--- src/rtl/loader_pkg.sv ---
// loader_pkg: shared states, widths and the capacity helper for the instruction memory loader.
package loader_pkg;

    typedef enum logic [2:0] {S_LEN, S_DATA, S_FLUSH, S_DONE, S_ERR} state_t;

    localparam int BYTES_PER_WORD = 4;
    localparam int DEF_MEM_DEPTH  = 1024;
    localparam int ADDR_W         = $clog2(DEF_MEM_DEPTH) + 2;

    // Words that fit between BASE_ADDR and the end of memory.
    function automatic logic [31:0] word_capacity(input int depth, input logic [31:0] base);
        return 32'(depth) - (base >> 2);
    endfunction

endpackage

--- src/rtl/byte_word_assembler.sv ---
// byte_word_assembler: packs accepted bytes little-endian into 32-bit words.
module byte_word_assembler
    import loader_pkg::*;
(
    input  logic        clk_i,
    input  logic        clr_i,
    input  logic [7:0]  byte_i,
    input  logic        valid_i,
    output logic [31:0] word_o,
    output logic        word_valid_o
);

    logic [1:0]  cnt;
    logic [23:0] sr;

    // The 4th byte is used directly, so the word is ready on its own sampling edge.
    always_ff @(posedge clk_i) begin
        if (clr_i) begin
            cnt <= '0;
            sr  <= '0;
        end else if (valid_i) begin
            cnt <= cnt + 2'd1;
            sr  <= {byte_i, sr[23:8]};
        end
    end

    assign word_o       = {byte_i, sr};
    assign word_valid_o = valid_i && (cnt == 2'(BYTES_PER_WORD - 1));

endmodule

--- src/rtl/instr_mem_loader.sv ---
// instr_mem_loader: writes a length-prefixed byte stream into instruction memory and
// holds the core in reset until the image is committed.
module instr_mem_loader
    import loader_pkg::*;
#(
    parameter int          MEM_DEPTH = 1024,
    parameter logic [31:0] BASE_ADDR = 32'h0000_0000
) (
    input  logic        clk_i,
    input  logic        rst_i,
    input  logic [7:0]  rx_data_i,
    input  logic        rx_valid_i,
    output logic        mem_we_o,
    output logic [31:0] mem_addr_o,
    output logic [31:0] mem_wdata_o,
    output logic        busy_o,
    output logic        done_o,
    output logic        error_o,
    output logic        cpu_rst_o
);

    localparam logic [31:0] CAP = word_capacity(MEM_DEPTH, BASE_ADDR);

    state_t              state, state_n;
    logic [31:0]         word, waddr;
    logic [ADDR_W-1:0]   remaining;
    logic                accept, word_valid, hdr, wr;

    assign accept = rx_valid_i && (state == S_LEN || state == S_DATA);
    assign hdr    = word_valid && state == S_LEN;
    assign wr     = word_valid && state == S_DATA;

    byte_word_assembler u_asm (
        .clk_i        (clk_i),
        .clr_i        (rst_i),
        .byte_i       (rx_data_i),
        .valid_i      (accept),
        .word_o       (word),
        .word_valid_o (word_valid)
    );

    always_ff @(posedge clk_i) begin
        if (rst_i) state <= S_LEN;
        else       state <= state_n;
    end

    always_comb begin
        state_n = state;
        if (hdr)
            state_n = (word == 32'd0) ? S_DONE : (word > CAP) ? S_ERR : S_DATA;
        else if (wr && remaining == ADDR_W'(1))
            state_n = S_FLUSH;
        else if (state == S_FLUSH)
            state_n = S_DONE;
    end

    always_ff @(posedge clk_i) begin
        if (rst_i) begin
            mem_we_o    <= 1'b0;
            mem_addr_o  <= BASE_ADDR;
            mem_wdata_o <= '0;
            waddr       <= BASE_ADDR;
            remaining   <= '0;
        end else begin
            mem_we_o <= wr;
            if (hdr) begin
                remaining <= ADDR_W'(word);
                waddr     <= BASE_ADDR;
            end
            if (wr) begin
                mem_addr_o  <= waddr;
                mem_wdata_o <= word;
                waddr       <= waddr + 32'(BYTES_PER_WORD);
                remaining   <= remaining - ADDR_W'(1);
            end
        end
    end

    assign busy_o    = state == S_LEN || state == S_DATA || state == S_FLUSH;
    assign done_o    = state == S_DONE;
    assign error_o   = state == S_ERR;
    assign cpu_rst_o = !done_o;

endmodule
--- config.mk ---
export PLATFORM = sky130hd
export DESIGN_NAME = instr_mem_loader
export DESIGN_NICKNAME = d
export VERILOG_FILES = /design/src/rtl/loader_pkg.sv /design/src/rtl/byte_word_assembler.sv /design/src/rtl/instr_mem_loader.sv
export SDC_FILE = /design/constraint.sdc
export NUM_CORES = 1
export LEC_CHECK = 0
export ABC_AREA = 1
export BUFFER_PORTS_ARGS = -buffer_cell sky130_fd_sc_hd__buf_2
export CAP_MARGIN = 30
export CORE_AREA = 2 2 96 167
export DETAILED_ROUTE_END_ITERATION = 8
export DIE_AREA = 0 0 98 169
export GPL_TIMING_DRIVEN = 0
export SLEW_MARGIN = 0
export SYNTH_ARGS = -nofsm -noshare
export SYNTH_HDL_FRONTEND = slang
export SYNTH_SLANG_ARGS = --single-unit
--- constraint.sdc ---
create_clock -name clk_i -period 2.4 [get_ports clk_i]
set_input_delay 0.24 -clock clk_i [delete_from_list [all_inputs] [get_ports clk_i]]
set_output_delay 0.24 -clock clk_i [all_outputs]
set_load 0.1 [all_outputs]
### Word-level counts from Yosys, hierarchy flattened

Index checks and enable logic that the tools add are counted.

| storage, ports and cells | value |
|---|---|
| register bits | 138 |
| bits in writable memories | 0 |
| memories | 0 |
| bits in latches | 0 |
| logic and storage cells | 39 |
| memory bits (read-only) | 0 |
| input port bits | 11 |
| output and inout bits | 69 |

| cells by class | value |
|---|---|
| reduce and logical (&&, ||, !) cells | 12 |
| div/mod/pow operators | 0 |
| bitwise logic cells | 0 |
| $lt $le $gt $ge | 1 |
| add/subtract/negate cells | 3 |
| $mul | 0 |
| eq/ne operators | 6 |
| multiplexer cells | 9 |
| shift operators | 0 |

Operators with widths:

| cell | count |
|---|---|
| 32-bit 2-to-1 mux | 2 |
| 32-bit by 3-bit adder with 32-bit output (second input constant) | 1 |
| 32-bit by 11-bit > comparator with 1-bit output (second input constant) | 1 |
| 32-bit logical NOT | 1 |
| 12-bit 2-to-1 mux | 2 |
| 3-bit 2-to-1 mux | 5 |
| 12-bit by 1-bit equality test with 1-bit output (second input constant) | 1 |
| 12-bit by 1-bit subtractor with 12-bit output (second input constant) | 1 |
| 3-bit by 2-bit equality test with 1-bit output (second input constant) | 2 |
| 1-bit logical AND | 5 |
| 3-bit by 1-bit equality test with 1-bit output (second input constant) | 1 |
| 3-bit equality test (second input constant) | 1 |
| 3-bit logical NOT | 1 |
| 3-bit nonzero test | 1 |
| 2-bit by 1-bit adder with 2-bit output (second input constant) | 1 |
| 2-bit equality test (second input constant) | 1 |
| 1-bit logical OR | 2 |
| 2-bit nonzero test | 1 |
| 1-bit logical NOT | 1 |

### Longest topological paths before layout

Gate-level depths: netlist of run 1.

| logic depth | value |
|---|---|
| depth after elaboration | 8 |
| depth in mapped cells | 11 |
| mapped depth without buffers | 11 |

### Cells and area by module

A second synthesis of run 1 with hierarchy kept.

| unflattened totals | value |
|---|---|
| cell total of the unflattened synthesis | 936 |
| area, all modules | 6338.6 um^2 |

Modules (own cells, without submodules):

| module | sequential area each (um^2) | cells an instance | instances | area an instance (um^2) |
|---|---|---|---|---|
| instr_mem_loader | 2162.1 | 761 | 1 | 5152.4 |
| byte_word_assembler | 520.5 | 175 | 1 | 1186.1 |

### Least setup slack after synthesis of run 1

No wires, ideal clock.

| timing | value |
|---|---|
| path type | flip-flop to output port |
| from | register state[2] |
| to | output port cpu_rst_o |
| path slack | -0.527 ns |
| arrival | 2.687 ns |
| cell stages (with the launch flop) | 5 |
| data required time | 2.160 ns |
| buffers on the path | 0 |
| cells stage by stage | dfxtp_1 -> inv_1 -> nand2_1 -> nor2_1 -> inv_1 |

| on the way | value |
|---|---|
| longest elaborated chain between the ends | 2 |

RTL lines:

| element | RTL line | source |
|---|---|---|
| from (decl) | instr_mem_loader.sv:24 | `state_t state, state_n;` |
| from (signal assigned) | instr_mem_loader.sv:44 | `else state <= state_n;` |
| 3-bit by 2-bit equality test with 1-bit output | instr_mem_loader.sv:80 | `assign done_o = state == S_DONE;` |
| via done_o | instr_mem_loader.sv:17 | `output logic done_o,` |
| 1-bit logical NOT | instr_mem_loader.sv:82 | `assign cpu_rst_o = !done_o;` |
| to (decl) | instr_mem_loader.sv:19 | `output logic cpu_rst_o` |

The timed path passes the listed nets, and every way through them passes these cells.

### Worst setup path in the final report of run 1

| timing | value |
|---|---|
| from | register state[2] |
| to | output port done_o |

| on the way | value |
|---|---|
| longest elaborated chain between the ends | 1 |

RTL lines:

| element | RTL line |
|---|---|
| 3-bit by 2-bit equality test with 1-bit output | instr_mem_loader.sv:80 |
| to (decl) | instr_mem_loader.sv:17 |

Every way passes these cells.

==> results of run 1 <==
==> cells in the mapped netlist, types with 3 or more instances <==
cell type    n  area [µm²]
a21oi_1    111         556
a22oi_1      6        45.0
buf_2       19        95.1
buf_6        7        78.8
clkbuf_1    13        48.8
dfxtp_1    134        2680
ha_1         4        50.1
inv_1       69         259
inv_2        6        22.5
nand2_1    230         863
nand3_1     41         205
nand3_2      3        30.0
nand4_1      5        31.3
nor2_1     108         405
nor2_2       9        56.3
nor3_1       7        35.0
o21ai_0     64         320
o21ai_1      6        30.0
o22ai_1      4        25.0
==> sequential cells by signal, indices dropped and copies added (netlist names) <==
signal and count:
mem_wdata_o 32, mem_addr_o 30, waddr 30, u_asm.sr 24, remaining 12, state 3
u_asm.cnt 2, mem_we_o 1
==> tightest hold or removal path: stages <==
cell and delay [ns]:
buf_2 0.11, nand2_1 0.06, a21oi_1 0.05
==> final cells by class <==
class                      count  area share, %
timing repair buffer          76           5.27
tap                          186           3.23
clock inverter                13           2.34
inverter                      77           4.01
multi-input combinational    613           38.5
clock buffer                  19           6.14
buffer                        41           3.30
sequential                   134           37.2
==> per-layer routing <==
metal  global-route usage (%)  routed length (µm)
met1                     22.6                6990
met5                        0                   0
met3                     3.88                 679
met4                     14.0                 939
met2                     42.7               10100
==> power groups by stage <==
stage | registers [W] | logic, W | clock network [W]
3_5_place_dp | 0.00234 | 0.000245 | 0
5_1_grt | 0.00229 | 0.000271 | 0.00285
3_3_place_gp | 0.00234 | 0.000243 | 0
2_1_floorplan | 0.00233 | 0.000166 | 0
6_report | 0.00229 | 0.000246 | 0.00272
4_1_cts | 0.00229 | 0.000246 | 0.00276
==> logic make-up (layout without fill, tap and decap cells) <==
logic type	after synthesis	in the layout	share of synthesized area, %
AND/OR/NAND/NOR	409	409	28.2
AO/OA/AOI/OAI	195	195	16.8
flip-flops	134	134	44.9
buffers and inverters	118	226	8.81
adder cells (fa/ha/maj)	4	4	0.837
XOR/XNOR	3	3	0.440
other	1	2	0.0627
==> through the flow <==
stage | worst slack (ns) | total power (W) | hold WS [ns]
after detailed placement | 0.689 | 0.00258 | 0.452
after global placement | 0.697 | 0.00258 | 0.446
after floorplan | 0.124 | 0.00250 | 0.383
final | 0.575 | 0.00526 | 0.0839
after global routing | 0.507 | 0.00541 | 0.0919
after CTS | 0.557 | 0.00530 | 0.0711
==> path summary, 6_finish.rpt <==
path / endpoint / slack (ns) / cells past startpoint
hold / removal: mem_wdata_o[25] / 0.08 / 3
hold reg to reg: mem_addr_o[12] / 0.46 / 2
setup reg to reg: waddr[22] / 0.62 / 7
setup / recovery: done_o / 0.58 / 4
==> key figures, run 1 <==
Placement
  – GPL Wtd Cong: 0.957
  – Post-DP HPWL: 14100 µm
  – Number of placed instances with taps included: 1127
  – Number of port buffers: 76
  – Placed Area: 6600 µm²

Clock network
  – Post-cts sizing count: 0
  – CTS sink cnt: approximately 130
  – Worst-path clk slew: 0.07 ns
  – TritonCTS Buffers: 17
  – Hold Buf Count CTS: 0
  – Root Buffer: clkbuf_16
  – TritonCTS clock tree: yes
  – H-tree levels: 4
  – Longest Clk Path Bufs: 2
  – Number of buffers added for setup after CTS: 0
  – Worst-Skew Late Latency: 0.42 ns

Finish
  – Register area: 2680 µm²
  – Nets: 975
  – Most common cell after layout, fill and taps aside: nand2_1
  – Fraction of layout instances using a drive strength above 1: 16.5%
  – Multi-input gate area: 2780 µm²
  – Fillers: 1596
  – Layout area overhead: 20.7%
  – Post-Layout Cell Count: 1159
  – ANT cells: 0
  – Most frequent cells in the layout: nand2_1 (230), dfxtp_1 (134), a21oi_1 (111)
  – Layout Utilization: 47.3%
  – Design area: 7210 µm²

GRT
  – Initial antenna violation count: 0
  – GRT Residual Overflow: 0
  – Largest net degree at the start of global routing: 17
  – Number of global-route vias before repair: between 5000 and 6000
  – Tot GR Track Use: 22.7%
  – Global-route wire length before repair: 29000 µm

STA
  – Slew Limit Fails: 0
  – Achievable Freq: approximately 550 MHz
  – RSZ-0062 raised after global routing: false
  – Final Hold Fails: 0
  – Fin crit share: 76.0%
  – # setup viols final: 0
  – Setup_tns: 0 ns
  – Slew headroom: 44.8%
  – Max Clock Skew: 0.0103 ns
  – Worst-Margin Slew: 0.828 ns
  – Final min period: 1.82 ns

Routing
  – DR iter-0 viols: 295
  – First-pass DRT Iterations: 5
  – Vias per cell: 5.08
  – DRT antenna net count: 0
  – Wire per inst: around 16 µm
  – Final WL: 18700 µm
  – Remaining DRCs: 0
  – Via count: 5883

Floorplanning
  – Die width: 98 µm
  – Initial Util: 39.2%
  – Full die area: 16600 µm²
  – Die height: around 170 µm
  – FP Rows: 60
  – Core area: 15200 µm²
  – I/O Pins: 80

Power
  – Switching power: 0.00126 W
  – Comb power frac: 4.7%
  – Max rail drop VDD: 438 µV
  – Leakage: 2.96 nW
  – Pwr dens: about 730 nW/µm²
  – Sw Share: 23.9%
  – Clk network pwr share: roughly half
  – Register share of total power: between 40% and 50%
  – Int Pwr: 0.00400 W

Critical path
  – CP delay by family, top: buffers and inverters
  – CP Capture Type: output pin
  – CP Max Fanout: 4
  – WP data required: 2.16 ns
  – Critical path class: flop to output pin
  – Reg2Reg Launch Point: waddr[3]
  – Crit path cell chain: inv_1, nand2_1, nor2_2, buf_2
  – Setup crit start: state[2]
  – Buf/Inv on CP: 2
  – CP max stage delay: 0.45 ns
  – Critical path startpoint category: flop
  – Critical-path top delay cell: buf_2
  – CP arrival: 1.58 ns

Worst hold path
  – Hold Crit Class: input port to flop
  – Hold Crit Start: rx_data_i[1]

Synth
  – Post-Synthesis Cells: 864
  – Post-synthesis sequential area ratio: around 45%
  – Async SR Flop Fraction: 0%
  – Synth cell types: 31
  – Yosys Warn Count: 0
  – Ys flop type: dfxtp_1
  – Mapped Area: 5980 µm²
  – Post-synth EDFFs: 0
  – Syn_area_per_cell: 6.92 µm²
  – Synth Register Bits: 134

Status
  – Status: complete, no violations

Run
  – Max-Cap Viols: 0
(Power assumes the default switching activity.)
==> run 2: changes to the inputs <==
--- a/config.mk
+++ b/config.mk
@@ -5,12 +5,12 @@
 export SDC_FILE = /design/constraint.sdc
 export NUM_CORES = 1
 export LEC_CHECK = 0
-export ABC_AREA = 1
+export ABC_AREA = 0
 export BUFFER_PORTS_ARGS = -buffer_cell sky130_fd_sc_hd__buf_2
 export CAP_MARGIN = 30
-export CORE_AREA = 2 2 96 167
+export CORE_AREA = 2 2 94 163
 export DETAILED_ROUTE_END_ITERATION = 8
-export DIE_AREA = 0 0 98 169
+export DIE_AREA = 0 0 96 165
 export GPL_TIMING_DRIVEN = 0
 export SLEW_MARGIN = 0
 export SYNTH_ARGS = -nofsm -noshare
==> constraint.sdc (replaced) <==
create_clock -name clk_i -period 1.59 [get_ports clk_i]
set_input_delay 0.159 -clock clk_i [delete_from_list [all_inputs] [get_ports clk_i]]
set_output_delay 0.159 -clock clk_i [all_outputs]
set_load 0.1 [all_outputs]
==> key figures, run 2 <==
Status
  – Status: finished, violations left
  – Failing checks: negative setup slack

Finish
  – Number of flip-flops in the largest register: 32 (unchanged)
  – Nets: 915 (-6.2%)
  – Fraction of layout instances using a drive strength above 1: 52.7% (+36 points)
  – ANT cells: 0 (unchanged)
  – Layout area overhead: 68.3%
  – Layout Utilization: 66.2% (+19 points)
  – Largest regs: mem_wdata_o (32), mem_addr_o (30), waddr (30)
  – Top reg by flops: mem_wdata_o
  – Most common cell after layout, fill and taps aside: nand2_1
  – Most frequent cells in the layout: nand2_1 (142), dfxtp_1 (105), buf_2 (73)

GRT
  – Routing usage on met1: 26.0% (+3.4 points)
  – Number of global-route vias before repair: 6390 (+13%)
  – Initial antenna violation count: 0 (unchanged)
  – Largest net degree at the start of global routing: 17 (unchanged)
  – GR peak layer: met2
  – GR Util met2: 48.7% (+6.0 points)
  – GR Util met3: 4.15% (+0.27 points)
  – Global-route wire length before repair: 31900 µm (+9.9%)
  – GRT Residual Overflow: 0 (unchanged)
  – Tot GR Track Use: 26.3% (+3.6 points)

Routing
  – DRT antenna net count: 0 (unchanged)
  – DR iter-0 viols: 365 (+24%)
  – First-pass DRT Iterations: 5 (unchanged)
  – Remaining DRCs: 0 (unchanged)
  – Final WL: 21300 µm (+14%)
  – Vias per cell: 5.73 (+13%)
  – Wire per inst: 19.5 µm (+21%)
  – Via count: 6247 (+6.2%)

STA
  – Worst-Margin Slew: 0.760 ns (-0.0682 ns)
  – Slew Limit Fails: 0 (unchanged)
  – Worst Setup Slack, final: -0.403 ns (-0.979 ns)
  – Fin crit share: 125%
  – Slew headroom: 49.3% (+4.5 points)
  – Final min period: 1.99 ns
  – RSZ-0062 raised after global routing: true
  – Achievable Freq: around 500 MHz
  – Final Hold Fails: 0 (unchanged)
  – # setup viols final: 107 (+107)
  – Max Clock Skew: 0.0137 ns (+0.00335 ns)
  – Setup_tns: -20.85 ns (-20.85 ns)

Critical path
  – Critical path startpoint category: flop
  – WP data required: 1.89 ns (-0.27 ns)
  – CP arrival: 2.30 ns (+0.72 ns)
  – Critical path class: flop to flop
  – CP Max Fanout: 5 (+1)
  – CP Capture Type: flop
  – R2r setup slk: -0.40 ns (-1.02 ns)

Synth
  – Synth cell types: 54 (+74%)
  – Synth Register Bits: 134 (unchanged)
  – Commonest cells post-synth: nand2_1 (205), dfxtp_1 (134), a21oi_1 (115), clkbuf_1 (52), nor2_1 (18)
  – Async SR Flop Fraction: 0% (unchanged)
  – Post-Synthesis Cells: 727 (-16%)
  – Syn_area_per_cell: 7.82 µm² (+13%)
  – Post-synth EDFFs: 0 (unchanged)
  – Ys flop type: dfxtp_1
  – Yosys Warn Count: 0 (unchanged)
  – Mapped Area: 5680 µm² (-4.9%)
  – Largest area contributor in the netlist: dfxtp_1
  – Top-count cell post-synth: nand2_1
  – Post-synth top area share: 47.2% (+2.3 points)
  – Synth area leaders: dfxtp_1 (47%), nand2_1 (14%), a21oi_1 (10%)
  – Post-synthesis sequential area ratio: 47.2% (+2.3 points)

Floorplanning
  – Initial Util: 39.4% (+0.13 points)
  – FP Rows: 58 (-3.3%)
  – Die width: 96 µm (-2.0%)
  – Die height: 165 µm (-2.4%)
  – Full die area: 15800 µm² (-4.4%)
  – I/O Pins: 80 (unchanged)
  – Core area: 14400 µm² (-5.2%)

Worst hold path
  – Hold Crit Class: input port to flop

Clock network
  – Longest Clk Path Bufs: 2 (unchanged)
  – H-tree levels: 4 (unchanged)
  – Worst-Skew Late Latency: 0.42 ns (about the same)
  – Root Buffer: clkbuf_16
  – TritonCTS Buffers: 17 (unchanged)
  – Worst-path clk slew: 0.06 ns (about the same)
  – CTS sink cnt: 134 (unchanged)
  – TritonCTS clock tree: yes

Power
  – Register share of total power: 41.0% (-2.5 points)
  – Pwr dens: 878 nW/µm² (+20%)
  – Max rail drop VDD: 704 µV (+61%)
  – Clk network pwr share: 50.3% (-1.5 points)
  – Int Pwr: 0.00645 W (+61%)
  – Comb power frac: 8.8% (+4.1 points)
  – Sw Share: 23.2% (-0.75 points)
  – Leakage: 3.54 nW (+20%)
  – Switching power: 0.00195 W (+55%)

Placement
  – Post-DP HPWL: 12900 µm (-8.6%)
  – DP Worst Slack: -0.772 ns (-1.46 ns)
  – GPL Wtd Cong: 0.906 (-5.3%)
  – Number of port buffers: 76 (unchanged)

Run
  – Max-Cap Viols: 0 (unchanged)
run 2: routing by layer:
layer  wire length, µm  vias to the layer above
met2             11700                      236
met4              1390                        0
met3               840                       92
met1              7370                     3036
met5                 0                        -
li1                  -                     2883
run 2: timing repair:
action | CTS | global route
gates resized for setup | 260 | 225
buffers inserted | 46 | 32
setup endpoints to repair | 131 | 131
cloned | 10 | 2
pin swaps | 114 | 89
endpoints found under the hold margin | 2 | 0
hold buffers | 1 | 0
run 2: stage by stage:
stage,hold slack (ns),cell area [µm²],cells,power (W)
final,0.0132,9560,1091,0.00839
after global routing,0.0179,9560,1091,0.00861
after CTS,0.00255,8600,1067,0.00834
after detailed placement,0.435,6470,985,0.00399
after global placement,0.432,6460,984,0.00398
after floorplan,0.295,5850,728,0.00383
run 2: worst paths after layout:
check | cells past startpoint | startpoint | end
min | 3 | rx_data_i[0] | u_asm.sr[16]
min reg2reg | 2 | mem_wdata_o[14] | mem_wdata_o[14]
max | 6 | u_asm.cnt[1] | waddr[25]
max reg2reg | 6 | u_asm.cnt[1] | waddr[25]
run 2: cell families (layout without fill, tap and decap cells):
family	count (synthesis)	after routing	synth area share (%)
buf+inv	69	251	4.89
mux	11	11	2.03
fa+ha+maj	4	4	0.881
compound gates	170	170	17.1
flops	134	134	47.2
simple gates	337	338	27.7
other cells	1	2	0.0660
xor+xnor	1	1	0.154
run 2: power groups by stage:
stage	clock network (W)	logic [W]	registers, W
2_1_floorplan	0	0.000324	0.00351
3_3_place_gp	0	0.000462	0.00352
3_5_place_dp	0	0.000469	0.00352
4_1_cts	0.00425	0.000649	0.00344
5_1_grt	0.00439	0.000780	0.00344
6_report	0.00422	0.000735	0.00344
run 2: critical path: stages, from the launching register on:
cell and delay (ns):
dfxtp_2 0.35, ha_4 0.13, nand4bb_1 0.11, buf_6 0.15, or4_4 0.60, nor3_4 0.23
mux2_4 0.31
run 2: layout make-up:
type / instances / area [µm²]
Multi-Input combinational cell: 526 / 4050
Sequential cell: 134 / 2740
Timing Repair Buffer: 161 / 1340
Clock inverter: 8 / 146
Buffer: 51 / 534
Clock buffer: 22 / 484
Fill cell: 1151 / 4880
Tap cell: 180 / 225
Inverter: 9 / 40.0
==> run 3: changes to the inputs <==
--- a/config.mk
+++ b/config.mk
@@ -7,11 +7,12 @@
 export LEC_CHECK = 0
 export ABC_AREA = 0
 export BUFFER_PORTS_ARGS = -buffer_cell sky130_fd_sc_hd__buf_2
-export CAP_MARGIN = 30
-export CORE_AREA = 2 2 94 163
+export CAP_MARGIN = 5
+export CORE_AREA = 2 2 84 147
 export DETAILED_ROUTE_END_ITERATION = 8
-export DIE_AREA = 0 0 96 165
+export DIE_AREA = 0 0 86 149
 export GPL_TIMING_DRIVEN = 0
+export PLACE_DENSITY = 0.72
 export SLEW_MARGIN = 0
 export SYNTH_ARGS = -nofsm -noshare
 export SYNTH_HDL_FRONTEND = slang
==> key figures, run 3 (synthesized netlist as in run 2, its figures left out) <==
Status
  – Status: finished, violations left
  – Failing checks: negative setup slack

Finish
  – Fraction of layout instances using a drive strength above 1: 33.9% (-19 points)
  – Fillers: 885 (-23%)
  – Post-Layout Cell Count: 1019 (-6.6%)
  – Multi-input gate area: 3240 µm² (-20%)
  – Layout area overhead: 43.0%
  – Register area: 2730 µm² (-0.59%)
  – Most frequent cells in the layout: nand2_1 (202), dfxtp_1 (112), a21oi_1 (109)
  – Number of flip-flops in the largest register: 32 (unchanged)
  – Most common cell after layout, fill and taps aside: nand2_1
  – Top reg by flops: mem_wdata_o
  – Nets: 886 (-3.2%)
  – Design area: 8130 µm² (-15%)
  – ANT cells: 0 (unchanged)
  – Largest regs: mem_wdata_o (32), mem_addr_o (30), waddr (30)

Clock network
  – Worst-path clk slew: 0.06 ns (about the same)
  – Root Buffer: clkbuf_16
  – Worst-Skew Late Latency: 0.42 ns (about the same)
  – H-tree levels: 4 (unchanged)
  – Longest Clk Path Bufs: 2 (unchanged)
  – TritonCTS Buffers: 17 (unchanged)
  – TritonCTS clock tree: yes
  – CTS sink cnt: 134 (unchanged)

Placement
  – Placed Area: 6400 µm² (-1.0%)
  – Number of port buffers: 76 (unchanged)
  – GPL Wtd Cong: 0.911 (+0.63%)
  – DP Worst Slack: -0.845 ns (-0.0725 ns)
  – Number of placed instances with taps included: 941 (-4.5%)
  – Post-DP HPWL: 12400 µm (-4.4%)

Routing
  – DR iter-0 viols: 411 (+13%)
  – Via count: 6035 (-3.4%)
  – DRT antenna net count: 0 (unchanged)
  – Remaining DRCs: 0 (unchanged)
  – Vias per cell: 5.92 (+3.4%)
  – Wire per inst: 18.6 µm (-4.6%)
  – First-pass DRT Iterations: 6 (+1)
  – Final WL: 19000 µm (-11%)

Power
  – Int Pwr: 0.00586 W (-9.1%)
  – Comb power frac: 8.7% (about the same)
  – Sw Share: 24.4% (+1.2 points)
  – Max rail drop VDD: 905 µV (+29%)
  – Leakage: 3.12 nW (-12%)
  – Pwr dens: 954 nW/µm² (+8.7%)
  – Clk network pwr share: 47.0% (-3.3 points)
  – Switching power: 0.00189 W (-2.9%)
  – Register share of total power: 44.3% (+3.3 points)

STA
  – RSZ-0062 raised after global routing: true
  – Max Clock Skew: 0.0113 ns (-0.00233 ns)
  – WHS: 0.0126 ns (-0.000594 ns)
  – Setup_tns: -10.46 ns (+10.39 ns)
  – Worst Setup Slack, final: -0.350 ns (+0.0538 ns)
  – Worst-Margin Slew: 0.675 ns (-0.0850 ns)
  – Slew Limit Fails: 0 (unchanged)
  – Final Hold Fails: 0 (unchanged)
  – Final min period: 1.94 ns (-0.0538 ns)
  – # setup viols final: 96 (-10%)
  – Fin crit share: 122% (-3.4 points)
  – Slew headroom: 55.0% (+5.7 points)
  – Achievable Freq: 516 MHz (+2.8%)

GRT
  – Global-route wire length before repair: 29400 µm (-7.7%)
  – GRT Residual Overflow: 0 (unchanged)
  – Tot GR Track Use: 29.7% (+3.3 points)
  – Initial antenna violation count: 0 (unchanged)
  – Largest net degree at the start of global routing: 17 (unchanged)
  – Number of global-route vias before repair: 5954 (-6.8%)

Floorplanning
  – FP Rows: 53 (-8.6%)
  – Die width: 86 µm (-10%)
  – Initial Util: 48.4% (+9.1 points)
  – Die height: 149 µm (-9.7%)
  – I/O Pins: 80 (unchanged)
  – Full die area: 12800 µm² (-19%)
  – Core area: 11700 µm² (-19%)

Critical path
  – CP Capture Type: flop
  – CP max stage delay: 0.68 ns (+0.08 ns)
  – CP Max Fanout: 6 (+1)
  – Crit path cell chain: nand4_1, or4_4, nor3_4, mux2_4
  – Critical path class: flop to flop
  – Critical-path top delay cell: or4_4
  – CP arrival: 2.24 ns (-0.06 ns)
  – Critical path startpoint category: flop
  – R2r setup slk: -0.35 ns (+0.05 ns)
  – CP delay by family, top: simple AND/OR/NAND/NOR gates
  – WP data required: 1.89 ns (about the same)
  – Buf/Inv on CP: 0 (-1)

Run
  – Max-Cap Viols: 0 (unchanged)

Worst hold path
  – Hold Crit Class: input port to flop
## run 3: per-stage QoR
step                power (W)  util (%)
floorplan             0.00383         -
global placement      0.00397      54.6
detailed placement    0.00398      54.6
CTS                   0.00772      67.4
global route          0.00796      69.3
finish                0.00775      69.3
## run 3: final timing paths
path	startpoint	to	cells past startpoint
max	waddr[8]	waddr[27]	4
min	rx_data_i[7]	u_asm.sr[23]	3
min reg2reg	mem_addr_o[20]	mem_addr_o[20]	2
max reg2reg	waddr[8]	waddr[27]	4
## run 3: power groups by stage
stage	clock [W]	sequential, W	combinational, W
2_1_floorplan	0	0.00351	0.000324
3_3_place_gp	0	0.00352	0.000452
3_5_place_dp	0	0.00352	0.000461
4_1_cts	0.00366	0.00344	0.000627
5_1_grt	0.00380	0.00344	0.000715
6_report	0.00364	0.00344	0.000677
## run 3: metal layers
layer,vias to the layer above,part of all wire (%),global-route usage [%]
met5,-,0,0
li1,2822,-,-
met4,0,6.0,19.0
met2,293,54,54.6
met1,2830,34,29.2
met3,90,5.7,6.25
## run 3: layout make-up
type | instances | share of cell area, %
plain buffers | 52 | 5.69
clock buffers | 22 | 5.71
clock inverters | 8 | 0.954
inverters | 9 | 0.493
multi-input cells | 526 | 39.9
flip-flops and latches | 134 | 33.6
well taps | 137 | 2.11
repair buffers | 131 | 11.6
## run 3: repair_timing
action | 4_1_cts | 5_1_grt
pin swaps | 40 | 27
gates resized for setup | 159 | 71
cloned | 1 | 1
buffers inserted | 44 | 9
endpoints found under the setup margin | 125 | 124
endpoints found under the hold margin | 1 | 0
hold buffers | 1 | 0
## run 3: tightest hold or removal path, cell delays in order
cell	delay, ns
buf_2	0.11
nand2_1	0.05
a21oi_1	0.05
